### src/rtl/key_conditioner.sv
// Push-button conditioner: per key 2-FF synchroniser, press/release debounce,
// one-cycle press strobe and auto-repeat while held. All outputs registered.
module key_conditioner #(
   parameter int NUM_KEYS       = 2,
   parameter bit KEY_ACTIVE_LOW = 1'b1,
   parameter int DEBOUNCE_CYC   = 1000000,
   parameter int HOLD_CYC       = 50000000,
   parameter int REPEAT_CYC     = 10000000
) (
   input  logic                clk_50M,
   input  logic                rst_n,
   input  logic [NUM_KEYS-1:0] key_raw,
   output logic [NUM_KEYS-1:0] key_pulse,
   output logic [NUM_KEYS-1:0] key_level,
   output logic [NUM_KEYS-1:0] key_long
);

   localparam int MAX_DH  = (DEBOUNCE_CYC > HOLD_CYC) ? DEBOUNCE_CYC : HOLD_CYC;
   localparam int MAX_CYC = (MAX_DH > REPEAT_CYC) ? MAX_DH : REPEAT_CYC;
   localparam int CNT_W   = $clog2(MAX_CYC);

   localparam logic [CNT_W-1:0] DB_LAST   = CNT_W'(DEBOUNCE_CYC - 1);
   localparam logic [CNT_W-1:0] HOLD_LAST = CNT_W'(HOLD_CYC - 1);
   localparam logic [CNT_W-1:0] RPT_LAST  = CNT_W'(REPEAT_CYC - 1);

   typedef enum logic [2:0] {
      IDLE       = 3'd0,
      DB_PRESS   = 3'd1,
      PRESSED    = 3'd2,
      REPEAT     = 3'd3,
      DB_RELEASE = 3'd4
   } state_t;

   for (genvar i = 0; i < NUM_KEYS; i++) begin : g_key
      logic             sync1_q, sync1_d;
      logic             sync2_q, sync2_d;
      logic             act;
      state_t           state_q, state_d;
      logic [CNT_W-1:0] cnt_q, cnt_d;
      logic             pulse_q, pulse_d;
      logic             level_q, level_d;
      logic             long_q, long_d;

      always_comb begin
         sync1_d = key_raw[i];
         sync2_d = sync1_q;
         // act is 1 while the synchronised key reads as pressed
         act     = sync2_q ^ KEY_ACTIVE_LOW;
         state_d = state_q;
         cnt_d   = cnt_q + 1'b1;
         pulse_d = 1'b0;
         level_d = level_q;
         long_d  = long_q;
         case (state_q)
            IDLE: begin
               cnt_d = '0;
               if (act) state_d = DB_PRESS;
            end
            DB_PRESS: begin
               if (!act) begin
                  state_d = IDLE;
                  cnt_d   = '0;
               end else if (cnt_q == DB_LAST) begin
                  state_d = PRESSED;
                  cnt_d   = '0;
                  pulse_d = 1'b1;
                  level_d = 1'b1;
               end
            end
            PRESSED: begin
               if (!act) begin
                  state_d = DB_RELEASE;
                  cnt_d   = '0;
               end else if (cnt_q == HOLD_LAST) begin
                  state_d = REPEAT;
                  cnt_d   = '0;
                  pulse_d = 1'b1;
                  long_d  = 1'b1;
               end
            end
            REPEAT: begin
               if (!act) begin
                  state_d = DB_RELEASE;
                  cnt_d   = '0;
                  long_d  = 1'b0;
               end else if (cnt_q == RPT_LAST) begin
                  cnt_d   = '0;
                  pulse_d = 1'b1;
               end
            end
            DB_RELEASE: begin
               // A bounce back to pressed keeps level high and restarts the hold timer
               if (act) begin
                  state_d = PRESSED;
                  cnt_d   = '0;
               end else if (cnt_q == DB_LAST) begin
                  state_d = IDLE;
                  cnt_d   = '0;
                  level_d = 1'b0;
               end
            end
            default: begin
               state_d = IDLE;
               cnt_d   = '0;
               level_d = 1'b0;
               long_d  = 1'b0;
            end
         endcase
      end

      always_ff @(posedge clk_50M or negedge rst_n) begin
         if (!rst_n) begin
            sync1_q <= KEY_ACTIVE_LOW;
            sync2_q <= KEY_ACTIVE_LOW;
            state_q <= IDLE;
            cnt_q   <= '0;
            pulse_q <= 1'b0;
            level_q <= 1'b0;
            long_q  <= 1'b0;
         end else begin
            sync1_q <= sync1_d;
            sync2_q <= sync2_d;
            state_q <= state_d;
            cnt_q   <= cnt_d;
            pulse_q <= pulse_d;
            level_q <= level_d;
            long_q  <= long_d;
         end
      end

      assign key_pulse[i] = pulse_q;
      assign key_level[i] = level_q;
      assign key_long[i]  = long_q;
   end

endmodule
### config.mk
export PLATFORM = sky130hd
export DESIGN_NAME = key_conditioner
export DESIGN_NICKNAME = d
export VERILOG_FILES = /design/src/rtl/key_conditioner.sv
export SDC_FILE = /design/constraint.sdc
export NUM_CORES = 1
export LEC_CHECK = 0
export CORE_AREA = 2 2 114 116
export CTS_BUF_LIST = sky130_fd_sc_hd__clkbuf_8
export DETAILED_ROUTE_END_ITERATION = 10
export DIE_AREA = 0 0 116 118
export PLACE_DENSITY = 0.5
export SYNTH_ARGS = -nofsm -noshare
export SYNTH_HDL_FRONTEND = slang
export SYNTH_SLANG_ARGS = --single-unit
### constraint.sdc
create_clock -name clk_50M -period 2 [get_ports clk_50M]
set_clock_uncertainty 0.15 [all_clocks]
set_input_delay 0.6 -clock clk_50M [delete_from_list [all_inputs] [get_ports clk_50M]]
set_output_delay 0.6 -clock clk_50M [all_outputs]
set_load 0.005 [all_outputs]
Word level (Yosys, flattened, before mapping):

Index checks and enable logic that the tools add are counted.
W data, S select, Z words.

* output and inout port bits: 6
* word-level logic and storage cells: 134
* register bits: 68
* input bits: 4

* add/sub/neg operators: 2
* eq/ne operators: 36
* bitwise gates (word level): 4
* multiplexer cells: 66
* reductions and logical operators: 12

Operators with widths (count)
* $mux W26: 14
* $pmux W26 S4: 2
* $add A26 B1 Y26 const B: 2
* $eq A26 B20 Y1 const B: 2
* $eq A26 B24 Y1 const B: 2
* $eq A26 B26 Y1 const B: 2
* $mux W3: 16
* $ne A2 B2 Y1 const B: 16
* $pmux W3 S5: 2
* $mux W1: 26
* $reduce_and A5 Y1: 4
* $ne A3 B3 Y1 const B: 6
* $pmux W1 S3: 6
* $eq A3 B2 Y1 const B: 4
* $reduce_or A3 Y1: 4
* $reduce_and A4 Y1: 2
* $eq A3 B1 Y1 const B: 2
* $eq A3 B3 Y1 const B: 2
* $logic_not A3 Y1: 2
* $not A1 Y1: 4

Depth between registers and ports, before layout:

Gate-level depths: netlist of the first run.

* word-level depth: 4
* gate-level depth with buffers: 8
* depth with buffers taken out: 7

Worst setup path after synthesis of the first run:

No wires, ideal clock.

* path kind: flip-flop to flip-flop
* from: register g_key[0].cnt_q[0]
* to: register g_key[0].cnt_q[19]
* path slack: -180 ps
* cell stages (with the launch flop): 9
* clock period less this slack: 2180 ps
* library setup time: 119 ps
* required time: 1731 ps
* data arrival time: 1911 ps
* path buffers: 1
* path through: dfrtp_1 -> ha_1 -> and4_1 -> nand3_1 -> nor4_1 -> o31ai_1 -> a2bb2oi_4 -> buf_6 -> nor2_2

* word-level cells in the longest chain between the ends: 4
* elaborated cells between the ends (all ways): 12
* those cells by class: 1 x add/sub; 3 x eq/ne; 8 x mux

Ends and longest elaborated chain
* from (decl): line 39 `logic [CNT_W-1:0] cnt_q, cnt_d;`
* from (signal assigned): line 124 `cnt_q <= cnt_d;`
* $add A26 B1 Y26, or another cell as far along: line 50 `cnt_d = cnt_q + 1'b1;`
* $mux W26 (on tied branches) (2 in series)
* $pmux W26 S4 (*): line 54 `case (state_q)`
* via g_key[0].cnt_d[19]: line 39

Mark *: on every way through the listed nets, which the timed path passes. The rest lies on a longest branch.
A chain may end at the register's enable or synchronous reset.

Final worst setup path of the first run:

* from: register g_key[0].cnt_q[17]
* to: register g_key[0].cnt_q[1]

* word-level cells in the longest chain between the ends: 4
* elaborated cells between the ends (all ways): 11
* those cells by class: 3 x eq/ne; 8 x mux

Ends and longest elaborated chain (line)
* $eq A26 B20 Y1, or another cell as far along: 63, 96
* $mux W26 (on tied branches) (2 in series)
* $pmux W26 S4 (*): 54
* via g_key[0].cnt_d[1]: 39

Marked as above.

==> results of run 1 <==
## metrics by stage
stage               setup WS, ps  cells
floorplan                   -155    378
global placement            -157    615
detailed placement          -199    615
CTS                         -210    634
global route                -269    644
finish                      -200    644
## worst reg2reg max path, delay by kind of cell (launching register included)
kind	cells	cell delay (ps)
AOI/OAI and AO/OA	1	200
buffers and inverters	2	300
DFF	1	420
and+or+nand+nor	4	1020
## timing repair
item	CTS	global route
setup buffers	3	7
gates resized for setup	17	42
endpoints found under the setup margin	61	67
hold buffers	0	0
pin swaps	9	15
gates cloned	0	3
## flip-flops by register name, summed over array words and instances, names as in the netlist
register / count
g_key.sync2_q: 2
g_key.long_q: 2
g_key.sync1_q: 2
g_key.pulse_q: 2
g_key.cnt_q: 52
g_key.level_q: 2
g_key.state_q: 6
## kinds of logic after synthesis
logic type                 Yosys count  share of synthesized area
muxes                                2                    0.00585
and+or+nand+nor                    205                      0.308
AOI/OAI and AO/OA                   27                     0.0561
adders and majority gates            2                    0.00689
xor gates and xnor gates            45                      0.108
DFF                                 68                      0.470
buffers and inverters               29                     0.0451
## worst max path at each step
stage                          to
3_5_place_dp    g_key[0].cnt_q[6]
6_report        g_key[0].cnt_q[1]
4_1_cts         g_key[0].cnt_q[6]
3_3_place_gp   g_key[0].cnt_q[24]
5_1_grt        g_key[0].cnt_q[10]
2_1_floorplan  g_key[0].cnt_q[15]
## synthesized netlist by cell type (all sizes together), types with 4 or more instances
cell / count
xor2: 24
nor4: 13
nor3b: 4
nand2: 28
or4: 4
o21ai: 5
nand3: 24
buf: 12
nor2b: 5
xnor2: 21
nor3: 16
and3: 9
nand4: 16
nor2: 72
o31ai: 4
dfstp: 4
clkbuf: 9
inv: 8
dfrtp: 64
a21oi: 7
## final cells by class
type / instances / area [sq um]
clock buffers: 12 / 165
clock inverters: 4 / 70.1
fillers: 1196 / 7310
inverters: 8 / 30.0
multi-input cells: 281 / 2030
flip-flops and latches: 68 / 1710
well taps: 172 / 215
repair buffers: 99 / 882
## routing by layer
layer | vias to the layer above | routed length, um | part of all wire | track usage
li1 | 1477 | - | - | -
met5 | - | 0 | 0 | 0
met1 | 1445 | 4030 | 0.48 | 0.172
met3 | 9 | 173 | 0.020 | 0.0216
met4 | 0 | 106 | 0.013 | 0.0379
met2 | 25 | 4150 | 0.49 | 0.208
## power groups by stage
stage / logic (uW) / clock network [uW] / registers [uW]
6_report: 131 / 1330 / 1400
5_1_grt: 144 / 1440 / 1400
4_1_cts: 106 / 1370 / 1400
3_5_place_dp: 104 / 0 / 1420
3_3_place_gp: 103 / 0 / 1420
2_1_floorplan: 49.4 / 0 / 1420
==> flow_summary.json, run 1 <==
{
  "outcome": "finished with violations",
  "violations": "negative setup slack",
  "synth_ff_type": "dfrtp_1",
  "die-area_sq_mm": 0.0137,
  "rrSetupSlack_ps": -200,
  "core_area_sq_mm": 0.0124,
  "p_seq_frac": 0.490,
  "p_clk_frac": 0.465,
  "dr.pass1.iters": 4,
  "vias": 2956,
  "finalCoreUtilization": 0.411,
  "design_area_sq_mm": 0.00510,
  "intPower_uw": 2240,
  "dpl_cell_area_sq_mm": 0.00446,
  "slew_headroom": 0.700,
  "synth-edff-count": 0,
  "critPathTopFamily": "simple AND/OR/NAND/NOR gates",
  "rsz0062_at_grt": "yes",
  "floorplan.initialDensity": 0.293,
  "routed_wl_um": 8460,
  "ys_async_sr_fraction": 1.00,
  "cts_tree": "built",
  "io-pin-count": 10,
  "totalPowerFinal_uw": 2860,
  "postLayoutSetupSlackWorst_ps": -200,
  "root_buffer": "clkbuf_8",
  "synth_cell_types": 49,
  "vias_per_cell": 4.59,
  "grt_pass1_vias": 2930,
  "grt_max_degree": 69,
  "synth_top_area_frac": 0.441,
  "syn_area_per_cell_sq_um": 9.61,
  "drc": 0,
  "synth_top_area_cell": "dfrtp_1",
  "powerDensity_mw_per_mm2": 560,
  "yosys-top-cells-area": "dfrtp_1 44%, xor2_1 5.8%, nor2_1 5.4%",
  "finalCritPeriodShare": 1.10,
  "grt_first_pass_wirelength_um": 14100,
  "crit_path_start": "g_key[0].cnt_q[17]",
  "layout.nets": 473,
  "finalHoldViolCount": 0,
  "cts-buffers-inserted": 9,
  "reg2reg_to": "g_key[0].cnt_q[1]",
  "num_rows": 41,
  "start_kind": "flip-flop",
  "leakage_uw": 0.00215,
  "arrival_ps": 2280,
  "crit_chain": "nand4_2, or4_4, nor4_4, a2bb2oi_4, buf_12, clkbuf_16, nor2b_1",
  "netSwitchingFraction": 0.214,
  "hp-class": "in -> async",
  "gp_congestion": 0.798,
  "fin_crit_ps": 2200,
  "drt-initial-drc-count": 192,
  "path_buf_inv": 2,
  "ys_seq_area_frac": 0.470,
  "antennaDiodeCount": 0,
  "vdd_ir_drop_max_uv": 269,
  "grt.overflow.total": 0,
  "slew_viol_final": 0,
  "combPwrFrac": 0.046,
  "clkSinkCount": 68,
  "portBuffers": 9,
  "tns_ps": -5500,
  "rr_startpoint": "g_key[0].cnt_q[17]",
  "drive_gt1_frac": 0.383,
  "worst_setup_path_end_kind": "flip-flop",
  "finalSetupViolCount": 49,
  "synth_seq_cells": 68,
  "cp_slowest_cell": "or4_4",
  "power_switching_uw": 612,
  "clock_latency_ps": 340,
  "final_cell_mix": "78 x buf_4, 64 x dfrtp_1, 43 x nor2_1",
  "synth_area_sq_mm": 0.00363,
  "antenna_found_initial": 0,
  "synthCells": 378,
  "whs_ps": 113,
  "routedWlPerCell_um": 13.1,
  "clockBufferDepth": 2,
  "required_ps": 2080,
  "hpwl_um": 5720,
  "synth_nets": 384,
  "htreeDepth": 3,
  "die_x_um": 116,
  "area.growth.synth_to_final_pct": 40.4,
  "fmax_mhz": 455,
  "grt_use_total": 0.128,
  "cap_violations": 0,
  "rr_worst_depth": 7,
  "die_h_um": 118,
  "critical_path_class": "reg -> reg",
  "worst-path-stages": 7,
  "clkTransAtPathRegs_ps": 80,
  "crit_fanout": 5,
  "yosysWarningCount": 0,
  "worstMarginPinSlew_ps": 448,
  "ant_nets": 0,
  "max_stage_delay_ps": 470,
  "layout_commonest_cell": "buf_4"
}
No activity file was read; power rests on OpenSTA's default activity.
==> run 2, diff against run 1 <==
CAP_MARGIN = 15   (was default)
GPL_ROUTABILITY_DRIVEN = 0   (was default)
==> results of run 2 <==
No change in the layout: final DEF, timing and power equal those of run 1.
==> run 3, diff against run 2 <==
TNS_END_PERCENT = 20   (was default)
==> flow_summary.json, run 3 (synthesis results as in run 1) <==
{
  "outcome": "finished with violations",
  "violations": "negative setup slack",
  "postLayoutSetupSlackWorst_ps": -197,
  "grt_pass1_vias": 2964,
  "portBuffers": 9,
  "clockBufferDepth": 2,
  "cpMostUsedCell": "buf_12",
  "combPwrFrac": 0.047,
  "tns_ps": -4870,
  "leakage_uw": 0.00204,
  "hp-class": "in -> async",
  "antenna_found_initial": 0,
  "worstMarginPinSlew_ps": 476,
  "intPower_uw": 1870,
  "core_area_sq_mm": 0.0124,
  "fin_crit_ps": 2200,
  "ant_nets": 0,
  "root_buffer": "clkbuf_8",
  "die-area_sq_mm": 0.0137,
  "cap_violations": 0,
  "antennaDiodeCount": 0,
  "hpwl_um": 5670,
  "routed_wl_um": 8370,
  "crit_chain": "nand4_2, or4_4, nor4_4, o31ai_2, a2bb2oi_4, buf_12, buf_12, nor2_2",
  "seq_area_sq_mm": 0.00171,
  "reg.largest.list": "g_key.cnt_q: 52 flops, g_key.state_q: 6 flops",
  "clkTransAtPathRegs_ps": 80,
  "drt-initial-drc-count": 179,
  "clkSinkCount": 68,
  "drive_gt1_frac": 0.330,
  "area.growth.synth_to_final_pct": 32.7,
  "largest_reg_flops": 52,
  "design_area_sq_mm": 0.00482,
  "grt_use_total": 0.130,
  "layout.nets": 467,
  "fill_cells": 1225,
  "cts-buffers-inserted": 9,
  "final_cell_mix": "78 x buf_4, 62 x dfrtp_1, 51 x nor2_1",
  "whs_ps": 115,
  "max_stage_delay_ps": 470,
  "grt.overflow.total": 0,
  "slew_viol_final": 0,
  "multiInputGateArea_sq_mm": 0.00191,
  "p_seq_frac": 0.560,
  "vdd_ir_drop_max_uv": 314,
  "drc": 0,
  "postCtsHoldBufs": 0,
  "power_switching_uw": 625,
  "netSwitchingFraction": 0.250,
  "clock_latency_ps": 360,
  "die_h_um": 118,
  "cp_slowest_cell": "or4_4",
  "crit_fanout": 12,
  "finalHoldViolCount": 0,
  "rsz0062_at_grt": "yes",
  "critPathTopFamily": "simple AND/OR/NAND/NOR gates",
  "routedWlPerCell_um": 13.1,
  "io-pin-count": 10,
  "finalCritPeriodShare": 1.10,
  "slew_headroom": 0.682,
  "p_clk_frac": 0.393,
  "arrival_ps": 2290,
  "powerDensity_mw_per_mm2": 517,
  "dpl_cell_area_sq_mm": 0.00446,
  "finalSetupViolCount": 54,
  "grt_first_pass_wirelength_um": 14100,
  "path_buf_inv": 2,
  "largest-register": "g_key.cnt_q",
  "worst_setup_path_end_kind": "flip-flop",
  "vias": 2967,
  "cts_tree": "built",
  "start_kind": "flip-flop",
  "dr.pass1.iters": 4,
  "die_x_um": 116,
  "num_rows": 41,
  "floorplan.initialDensity": 0.293,
  "htreeDepth": 3,
  "grt_max_degree": 69,
  "vias_per_cell": 4.65,
  "fmax_mhz": 455,
  "critical_path_class": "reg -> reg",
  "post-place-ws_ps": -248,
  "layout_commonest_cell": "buf_4",
  "required_ps": 2090
}
-- run 3: cell types whose count changed in the layout (fill, tap and decap cells not counted), sizes merged --
cell | previous run | this run
buf | 89 | 85
bufinv | 2 | 0
clkbuf | 14 | 9
clkdlybuf4s50 | 6 | 4
clkinv | 2 | 3
clkinvlp | 0 | 2
dlygate4sd2 | 0 | 3
dlymetal6s2s | 2 | 1
inv | 8 | 10
-- run 3: routing by layer --
layer / track usage / routed length, um / up-vias
met5: 0 / 0 / -
met1: 0.180 / 3950 / 1430
met4: 0.0670 / 205 / 0
li1: - / - / 1468
met2: 0.193 / 3930 / 55
met3: 0.0221 / 277 / 14
-- run 3: power groups by stage --
stage                     Combinational, uW  Clock, uW  Sequential [uW]
final                                   117        980             1400
after global placement                  106          0             1420
after global routing                    130       1070             1400
after floorplan                        47.2          0             1420
after detailed placement                107          0             1420
after CTS                               120       1020             1400
-- run 3: timing repair --
action / in CTS / in global routing
pin swaps: 14 / 3
buffers inserted: 3 / 2
resized for setup: 20 / 11
setup endpoints to repair: 62 / 62
gates cloned: 1 / 0
-- run 3: layout make-up --
class | count | share of cell area
Multi-Input combinational cell | 281 | 0.396
Clock buffer | 9 | 0.0257
Tap cell | 172 | 0.0446
Inverter | 8 | 0.00623
Clock inverter | 7 | 0.00779
Sequential cell | 68 | 0.355
Timing Repair Buffer | 93 | 0.165
-- run 3: final timing paths --
path | depth (start not counted) | to | slack [ps] | start
max | 8 | g_key[0].cnt_q[20] | -200 | g_key[0].cnt_q[17]
min | 2 | g_key[1].cnt_q[7] | 120 | rst_n
max reg2reg | 8 | g_key[0].cnt_q[20] | -200 | g_key[0].cnt_q[17]
min reg2reg | 0 | g_key[1].sync2_q | 210 | g_key[1].sync1_q
max in group asynchronous | 2 | g_key[0].sync1_q | 1250 | rst_n
min in group clk_50M | 0 | g_key[1].sync2_q | 210 | g_key[1].sync1_q
-- run 3: stage by stage --
step                instances  total power, uW  utilization
floorplan                 378             1470            -
global placement          616             1530        0.359
detailed placement        616             1530        0.359
CTS                       636             2530        0.383
global route              638             2600        0.388
finish                    638             2490        0.388
